--- src/rtl/remap_speed_ctrl.sv ---
// 65816 accelerator remap decoder, paged-ROM shadow and CPU clock-source sequencer.
// Fully synchronous to hsclk; all outputs except reg_rdata_o/cyc_ready_o are registered.
module remap_speed_ctrl #(
  parameter int unsigned NUM_WIN = 4,
  parameter int unsigned PAGEREG_SZ = 4,
  parameter logic [PAGEREG_SZ-1:0] ROM_SLOT = {PAGEREG_SZ{1'b1}},
  parameter logic [7:0] REMAP_BANK = 8'hFE,
  parameter logic [15:0] PAGEREG_ADDR = 16'hFE30,
  parameter int unsigned HS_HOLD_CYC = 2
) (
  input  logic        hsclk_i,
  input  logic        rst_i,
  input  logic        cyc_valid_i,
  input  logic [7:0]  cpu_bank_i,
  input  logic [15:0] cpu_addr_i,
  input  logic        vda_i,
  input  logic        vpa_i,
  input  logic        rnw_i,
  input  logic        bus_wdata_stb_i,
  input  logic [7:0]  bus_wdata_i,
  input  logic        lsclk_edge_i,
  input  logic        reg_wen_i,
  input  logic [3:0]  reg_sel_i,
  input  logic [7:0]  reg_wdata_i,
  output logic [7:0]  reg_rdata_o,
  output logic [7:0]  bank_out_o,
  output logic        remap_hit_o,
  output logic        dummy_access_o,
  output logic        hsclk_sel_o,
  output logic        cyc_ready_o
);

  localparam int HW = (HS_HOLD_CYC < 1) ? 1 : $clog2(HS_HOLD_CYC + 1);

  typedef enum logic [1:0] {
    SLOW, TO_FAST, FAST, TO_SLOW
  } st_e;

  st_e                   state_q, state_d;
  logic [1:0]            ctrl_q, ctrl_d;
  logic [PAGEREG_SZ-1:0] pagereg_q, pagereg_d;
  logic [7:0]            win_q [NUM_WIN];
  logic [7:0]            win_d [NUM_WIN];
  logic                  snoop_q, snoop_d;
  logic [7:0]            bank_q, bank_d;
  logic                  hit_q, hit_d;
  logic                  dummy_q, dummy_d;
  logic                  hsel_q, hsel_d;
  logic [HW-1:0]         hold_q, hold_d;

  logic       acc, win_hit, hit_cyc, snoop_cyc;
  logic       req_fast, req_slow, fast_drop;
  logic       wr_ctrl, wr_page;
  logic [7:0] eb;

  assign cyc_ready_o    = (state_q == SLOW) || (state_q == FAST);
  assign acc            = cyc_valid_i && cyc_ready_o;
  assign hsclk_sel_o    = hsel_q;
  assign bank_out_o     = bank_q;
  assign remap_hit_o    = hit_q;
  assign dummy_access_o = dummy_q;

  assign wr_ctrl = reg_wen_i && (reg_sel_i == 4'd0);
  assign wr_page = reg_wen_i && (reg_sel_i == 4'd1);

  always_comb begin
    win_hit = 1'b0;
    for (int i = 0; i < NUM_WIN; i++) begin
      if (win_q[i][7] && (win_q[i][3:0] == cpu_addr_i[15:12]) &&
          (!win_q[i][6] || (pagereg_q == ROM_SLOT)))
        win_hit = 1'b1;
    end
  end

  assign hit_cyc = !cpu_bank_i[7] && ctrl_q[0] &&
                   (vda_i || vpa_i) && win_hit;
  assign eb = hit_cyc ? REMAP_BANK : cpu_bank_i;

  assign snoop_cyc = vda_i && !rnw_i && !cpu_bank_i[7] &&
                     (cpu_addr_i == PAGEREG_ADDR);

  // Idle cycles (vda=vpa=0) never move the speed FSM.
  assign req_fast  = ctrl_q[1] && vpa_i && vda_i && rnw_i && eb[7];
  assign req_slow  = (vda_i || vpa_i) && (!eb[7] || !ctrl_q[1]);
  assign fast_drop = wr_ctrl && !reg_wdata_i[1] && ctrl_q[1];

  always_comb begin
    reg_rdata_o = '0;
    if (reg_sel_i == 4'd0) begin
      reg_rdata_o = {6'd0, ctrl_q};
    end else if (reg_sel_i == 4'd1) begin
      reg_rdata_o[PAGEREG_SZ-1:0] = pagereg_q;
    end else begin
      for (int i = 0; i < NUM_WIN; i++)
        if ({28'd0, reg_sel_i} == 32'(i + 2))
          reg_rdata_o = win_q[i];
    end
  end

  always_comb begin
    ctrl_d    = ctrl_q;
    pagereg_d = pagereg_q;
    snoop_d   = snoop_q;
    bank_d    = bank_q;
    hit_d     = hit_q;
    dummy_d   = dummy_q;
    for (int i = 0; i < NUM_WIN; i++) begin
      win_d[i] = win_q[i];
      if (reg_wen_i && ({28'd0, reg_sel_i} == 32'(i + 2)))
        win_d[i] = reg_wdata_i & 8'hCF;
    end
    if (wr_ctrl)
      ctrl_d = reg_wdata_i[1:0];
    if (bus_wdata_stb_i && snoop_q) begin
      pagereg_d = bus_wdata_i[PAGEREG_SZ-1:0];
      snoop_d   = 1'b0;
    end
    if (acc) begin
      snoop_d = snoop_cyc;
      bank_d  = eb;
      hit_d   = hit_cyc;
      dummy_d = cpu_bank_i[7];
    end
    if (wr_page)
      pagereg_d = reg_wdata_i[PAGEREG_SZ-1:0];
  end

  always_comb begin
    state_d = state_q;
    hsel_d  = hsel_q;
    hold_d  = hold_q;
    unique case (state_q)
      SLOW: if (acc && req_fast) state_d = TO_FAST;
      TO_FAST: begin
        state_d = FAST;
        hsel_d  = 1'b1;
        hold_d  = HW'(HS_HOLD_CYC);
      end
      FAST: begin
        if (acc) begin
          if (req_slow && (hold_q == '0)) state_d = TO_SLOW;
          else if (hold_q != '0) hold_d = hold_q - 1'b1;
        end
      end
      TO_SLOW: begin
        // Source drops on the phi0 edge; ready returns a clock later.
        if (lsclk_edge_i) hsel_d = 1'b0;
        if (!hsel_q) state_d = SLOW;
      end
      default: state_d = SLOW;
    endcase
    if (fast_drop && ((state_q == FAST) || (state_q == TO_FAST))) begin
      state_d = TO_SLOW;
      hsel_d  = hsel_q;
    end
  end

  always_ff @(posedge hsclk_i or posedge rst_i) begin
    if (rst_i) begin
      state_q   <= SLOW;
      ctrl_q    <= '0;
      pagereg_q <= '0;
      snoop_q   <= 1'b0;
      bank_q    <= '0;
      hit_q     <= 1'b0;
      dummy_q   <= 1'b0;
      hsel_q    <= 1'b0;
      hold_q    <= '0;
      for (int i = 0; i < NUM_WIN; i++) win_q[i] <= '0;
    end else begin
      state_q   <= state_d;
      ctrl_q    <= ctrl_d;
      pagereg_q <= pagereg_d;
      snoop_q   <= snoop_d;
      bank_q    <= bank_d;
      hit_q     <= hit_d;
      dummy_q   <= dummy_d;
      hsel_q    <= hsel_d;
      hold_q    <= hold_d;
      for (int i = 0; i < NUM_WIN; i++) win_q[i] <= win_d[i];
    end
  end

endmodule

--- config.mk ---
export PLATFORM = sky130hd
export DESIGN_NAME = remap_speed_ctrl
export DESIGN_NICKNAME = d
export VERILOG_FILES = /design/src/rtl/remap_speed_ctrl.sv
export SDC_FILE = /design/constraint.sdc
export NUM_CORES = 1
export LEC_CHECK = 0
export BUFFER_PORTS_ARGS = -buffer_cell sky130_fd_sc_hd__buf_2
export CELL_PAD_IN_SITES_DETAIL_PLACEMENT = 1
export CELL_PAD_IN_SITES_GLOBAL_PLACEMENT = 1
export CORE_ASPECT_RATIO = 2
export CORE_MARGIN = 1
export CORE_UTILIZATION = 36
export DETAILED_ROUTE_END_ITERATION = 10
export GPL_ROUTABILITY_DRIVEN = 0
export PLACE_DENSITY = 0.72
export SLEW_MARGIN = 20
export SYNTH_ARGS = -nofsm -noshare
export SYNTH_HDL_FRONTEND = slang
export SYNTH_SLANG_ARGS = --single-unit
--- constraint.sdc ---
create_clock -name hsclk_i -period 2.4 [get_ports hsclk_i]
set_clock_uncertainty 0.2 [all_clocks]
set_input_delay 0.36 -clock hsclk_i [delete_from_list [all_inputs] [get_ports hsclk_i]]
set_output_delay 0.36 -clock hsclk_i [all_outputs]
set_load 0.02 [all_outputs]
==> summary.txt <==
Setup path
  – Worst r2r dst: state_q[1]
  – Crit Path Class: reg -> reg
  – Crit path required time: 2.37 ns
  – CP endpoint: state_q[1]
  – CP arrival: 2.41 ns
  – Worst r2r src: pagereg_q[0]
  – CP max-delay cell: dfrtp_1
  – Crit path cell chain: nand4_4 -> a2111o_1 -> o22ai_2 -> a211oi_2 -> or3_4 -> o211ai_2 -> mux2_4
  – CP max FO: 3
  – Worst-case reg-to-reg path depth: 7
  – Reg2Reg Setup Slack: -0.04 ns
  – Crit. Startpoint: pagereg_q[0]
  – CP endpoint kind: register
  – Slowest stage delay, CP: 0.40 ns
  – Setup crit start kind: register

Yosys
  – Library cells used by synthesis: 44
  – Top_reg_cell synth: dfrtp_1
  – Number of synthesized flops with an enable pin: 0
  – Leading post-synthesis cells by cell area: dfrtp_1 45%, mux2_2 11%, mux2i_1 5.5%
  – Synth top area share: 0.4483
  – Post-Syn Area: approximately 0.0026 mm²
  – Yosys reg bits: 46
  – Post-synthesis sequential area ratio: 0.4483
  – Avg Cell Area, Syn: between 10 and 15 µm²
  – Synthesis Warnings: 0
  – Synth area leader: dfrtp_1
  – Asr flop ratio synth: 1.000
  – Post-synthesis instance total: around 250

Global routing
  – Number of global-route vias before repair: about 2400
  – GRT Residual Overflow: 0
  – GRT Util Overall: 0.2224
  – First-pass GRT wire length: 11660 µm
  – Pin count of the biggest net entering global routing: 27
  – Initial antenna violation count: 0

Routing
  – Routed length per instance: 17.42 µm
  – Metal3 WL: 228 µm
  – ANT nets after route: 0
  – DR pass1 iterations: 4
  – Vias per cell: 5.177
  – Drt first-iter violations: 84
  – Routed WL: between 7000 and 8000 µm
  – Max Used Layer: met4
  – Met2 WL: around 4300 µm
  – Drt drc: 0
  – Vias: 2190
  – M1 WL: 2503 µm

CTS
  – CTS HTree Levels: 2
  – Clk buf depth: 2
  – Clk sinks: 46
  – TritonCTS clock tree: built
  – CTS Root Cell: clkbuf_16
  – CTS buffer count: 5
  – Clock slew at reported path FFs: approximately 0.060 ns
  – Clk_lat worst skew: 0.29 ns

Layout
  – Most frequent cells in the layout: 64 x buf_2, 46 x dfrtp_1, 28 x nand2_1
  – Final net count: 390
  – Antenna diodes: 0
  – Layout area overhead: 30.07%
  – Fraction of layout cells with a size suffix above 1: 0.3934
  – Most common cell after layout, fill and taps aside: buf_2

STA
  – Fmax: between 400 and 500 MHz
  – Minimum clock period: 2.441 ns
  – Relative slew margins: 0.6029
  – Final period util: 1.017
  – Worst setup margin: -0.04112 ns
  – Final setup fails: 1
  – Setup_tns: -0.04112 ns
  – Pins Over Slew Limit: 0
  – Final Hold Viols: 0
  – Worst Tran Pin Value: 0.5948 ns
  – RSZ-0062 raised after global routing: yes

Outcome
  – Failing checks: setup timing
  – Status: finished, violations left

Placement
  – Number of port buffers: 64
  – DP Wirelength: 5782 µm

Die
  – Die area: roughly 0.0075 mm²
  – Io pins: 73
  – Die width: 61.72 µm
  – # rows: 43
  – Area of the core: 0.006887 mm²
  – Die H: roughly 120 µm
  – Starting Density: 0.3728

Power
  – Design Power: between 3 and 4 mW
  – LEAKAGE: between 1.5 and 2 nW
  – Pwr Density: 957.9 mW/mm²
  – Peak supply drop: 0.3838 mV

Flow run
  – Max_cap viols: 0

Min path
  – Hold crit path type: in -> reg
-- per-stage QoR --
step | setup WS (ns) | hold slack [ns] | utilization | cells | cell area [µm²]
2_1_floorplan | 0.01079 | 0.2510 | - | 247 | 2571
3_3_place_gp | -0.1509 | 0.2544 | 0.4524 | 412 | 3115
3_5_place_dp | -0.1612 | 0.2612 | 0.4524 | 412 | 3115
4_1_cts | -0.03674 | 0.01270 | 0.4820 | 422 | 3319
5_1_grt | -0.09142 | 0.07922 | 0.4849 | 423 | 3339
6_report | -0.04112 | 0.07493 | 0.4849 | 423 | 3339
-- area by class of cell --
class | instances | area (µm²)
multi-input combinational | 178 | 1354
fill | 833 | 3547
clock buffer | 7 | 132.6
tap | 90 | 112.6
timing repair buffer | 90 | 518.0
inverter | 11 | 41.29
sequential | 46 | 1151
clock inverter | 1 | 30.03
-- report_power, final --
part           internal, mW  total, mW  switching [mW]  leakage, nW
sequential             1.01       1.20           0.184        0.550
combinational         0.591       1.23           0.636        0.955
clock                 0.492      0.775           0.283       0.0781
total                  2.10       3.20            1.10         1.58
-- logic make-up (layout without fill, tap and decap cells) --
family                     after synthesis  in the layout  synth area share
other                                    1              2          0.001461
muxes                                   41             41            0.1730
adders and majority gates                5              5           0.02437
AOI/OAI and AO/OA                       44             44            0.1243
DFF                                     46             46            0.4483
xor gates and xnor gates                16             16           0.05458
and+or+nand+nor                         70             70            0.1340
buffers and inverters                   23            109           0.03996
-- state kept, by name, indices dropped and copies added (netlist names) --
| register | flops |
|---|---|
| state_q | 2 |
| hold_q | 2 |
| remap_hit_o | 1 |
| ctrl_q | 2 |
| win_q | 24 |
| hsclk_sel_o | 1 |
| pagereg_q | 4 |
| snoop_q | 1 |
| dummy_access_o | 1 |
| bank_out_o | 8 |
-- how the worst min path moves through the flow --
stage | startpoint | end | slack (ns) | depth (start not counted)
after global routing | cpu_bank_i[1] | bank_out_o[1] | 0.08 | 2
after CTS | rst_i | pagereg_q[3] | 0.01 | 2
after floorplan | hold_q[0] | hold_q[0] | 0.25 | 1
after detailed placement | dummy_access_o | dummy_access_o | 0.26 | 2
final | cpu_bank_i[1] | bank_out_o[1] | 0.07 | 2
after global placement | dummy_access_o | dummy_access_o | 0.25 | 2
-- worst max-delay path: cells and delay by family, from the launching register on --
family | cells | cell delay [ns]
DFF | 1 | 0.40
and+or+nand+nor | 2 | 0.53
AOI/OAI and AO/OA | 4 | 0.86
muxes | 1 | 0.32
-- routing by layer --
layer | up-vias | track usage
li1 | 1041 | -
met1 | 1077 | 0.2129
met2 | 53 | 0.4099
met3 | 19 | 0.03838
met4 | 0 | 0.1306
met5 | - | 0
-- timing repair --
| item | in CTS | in global routing |
|---|---|---|
| resized for setup | 5 | 2 |
| endpoints found under the setup margin | 9 | 10 |
| setup buffers | 2 | 0 |
| hold buffers | 0 | 1 |
| pin swaps | 4 | 0 |
| endpoints found under the hold margin | 0 | 24 |
-- cell usage after synthesis, types with 5 or more instances --
library cell  instances
dfrtp_1              46
nand2_1              29
clkbuf_1              8
mux2i_1              14
o21ai_0               8
nor2_1               13
o22a_1               13
a21oi_1               7
ha_1                  5
nor3_1                5
inv_1                11
mux2_2               26
xnor2_1               7
xor2_1                9
(Power assumes the default switching activity.)
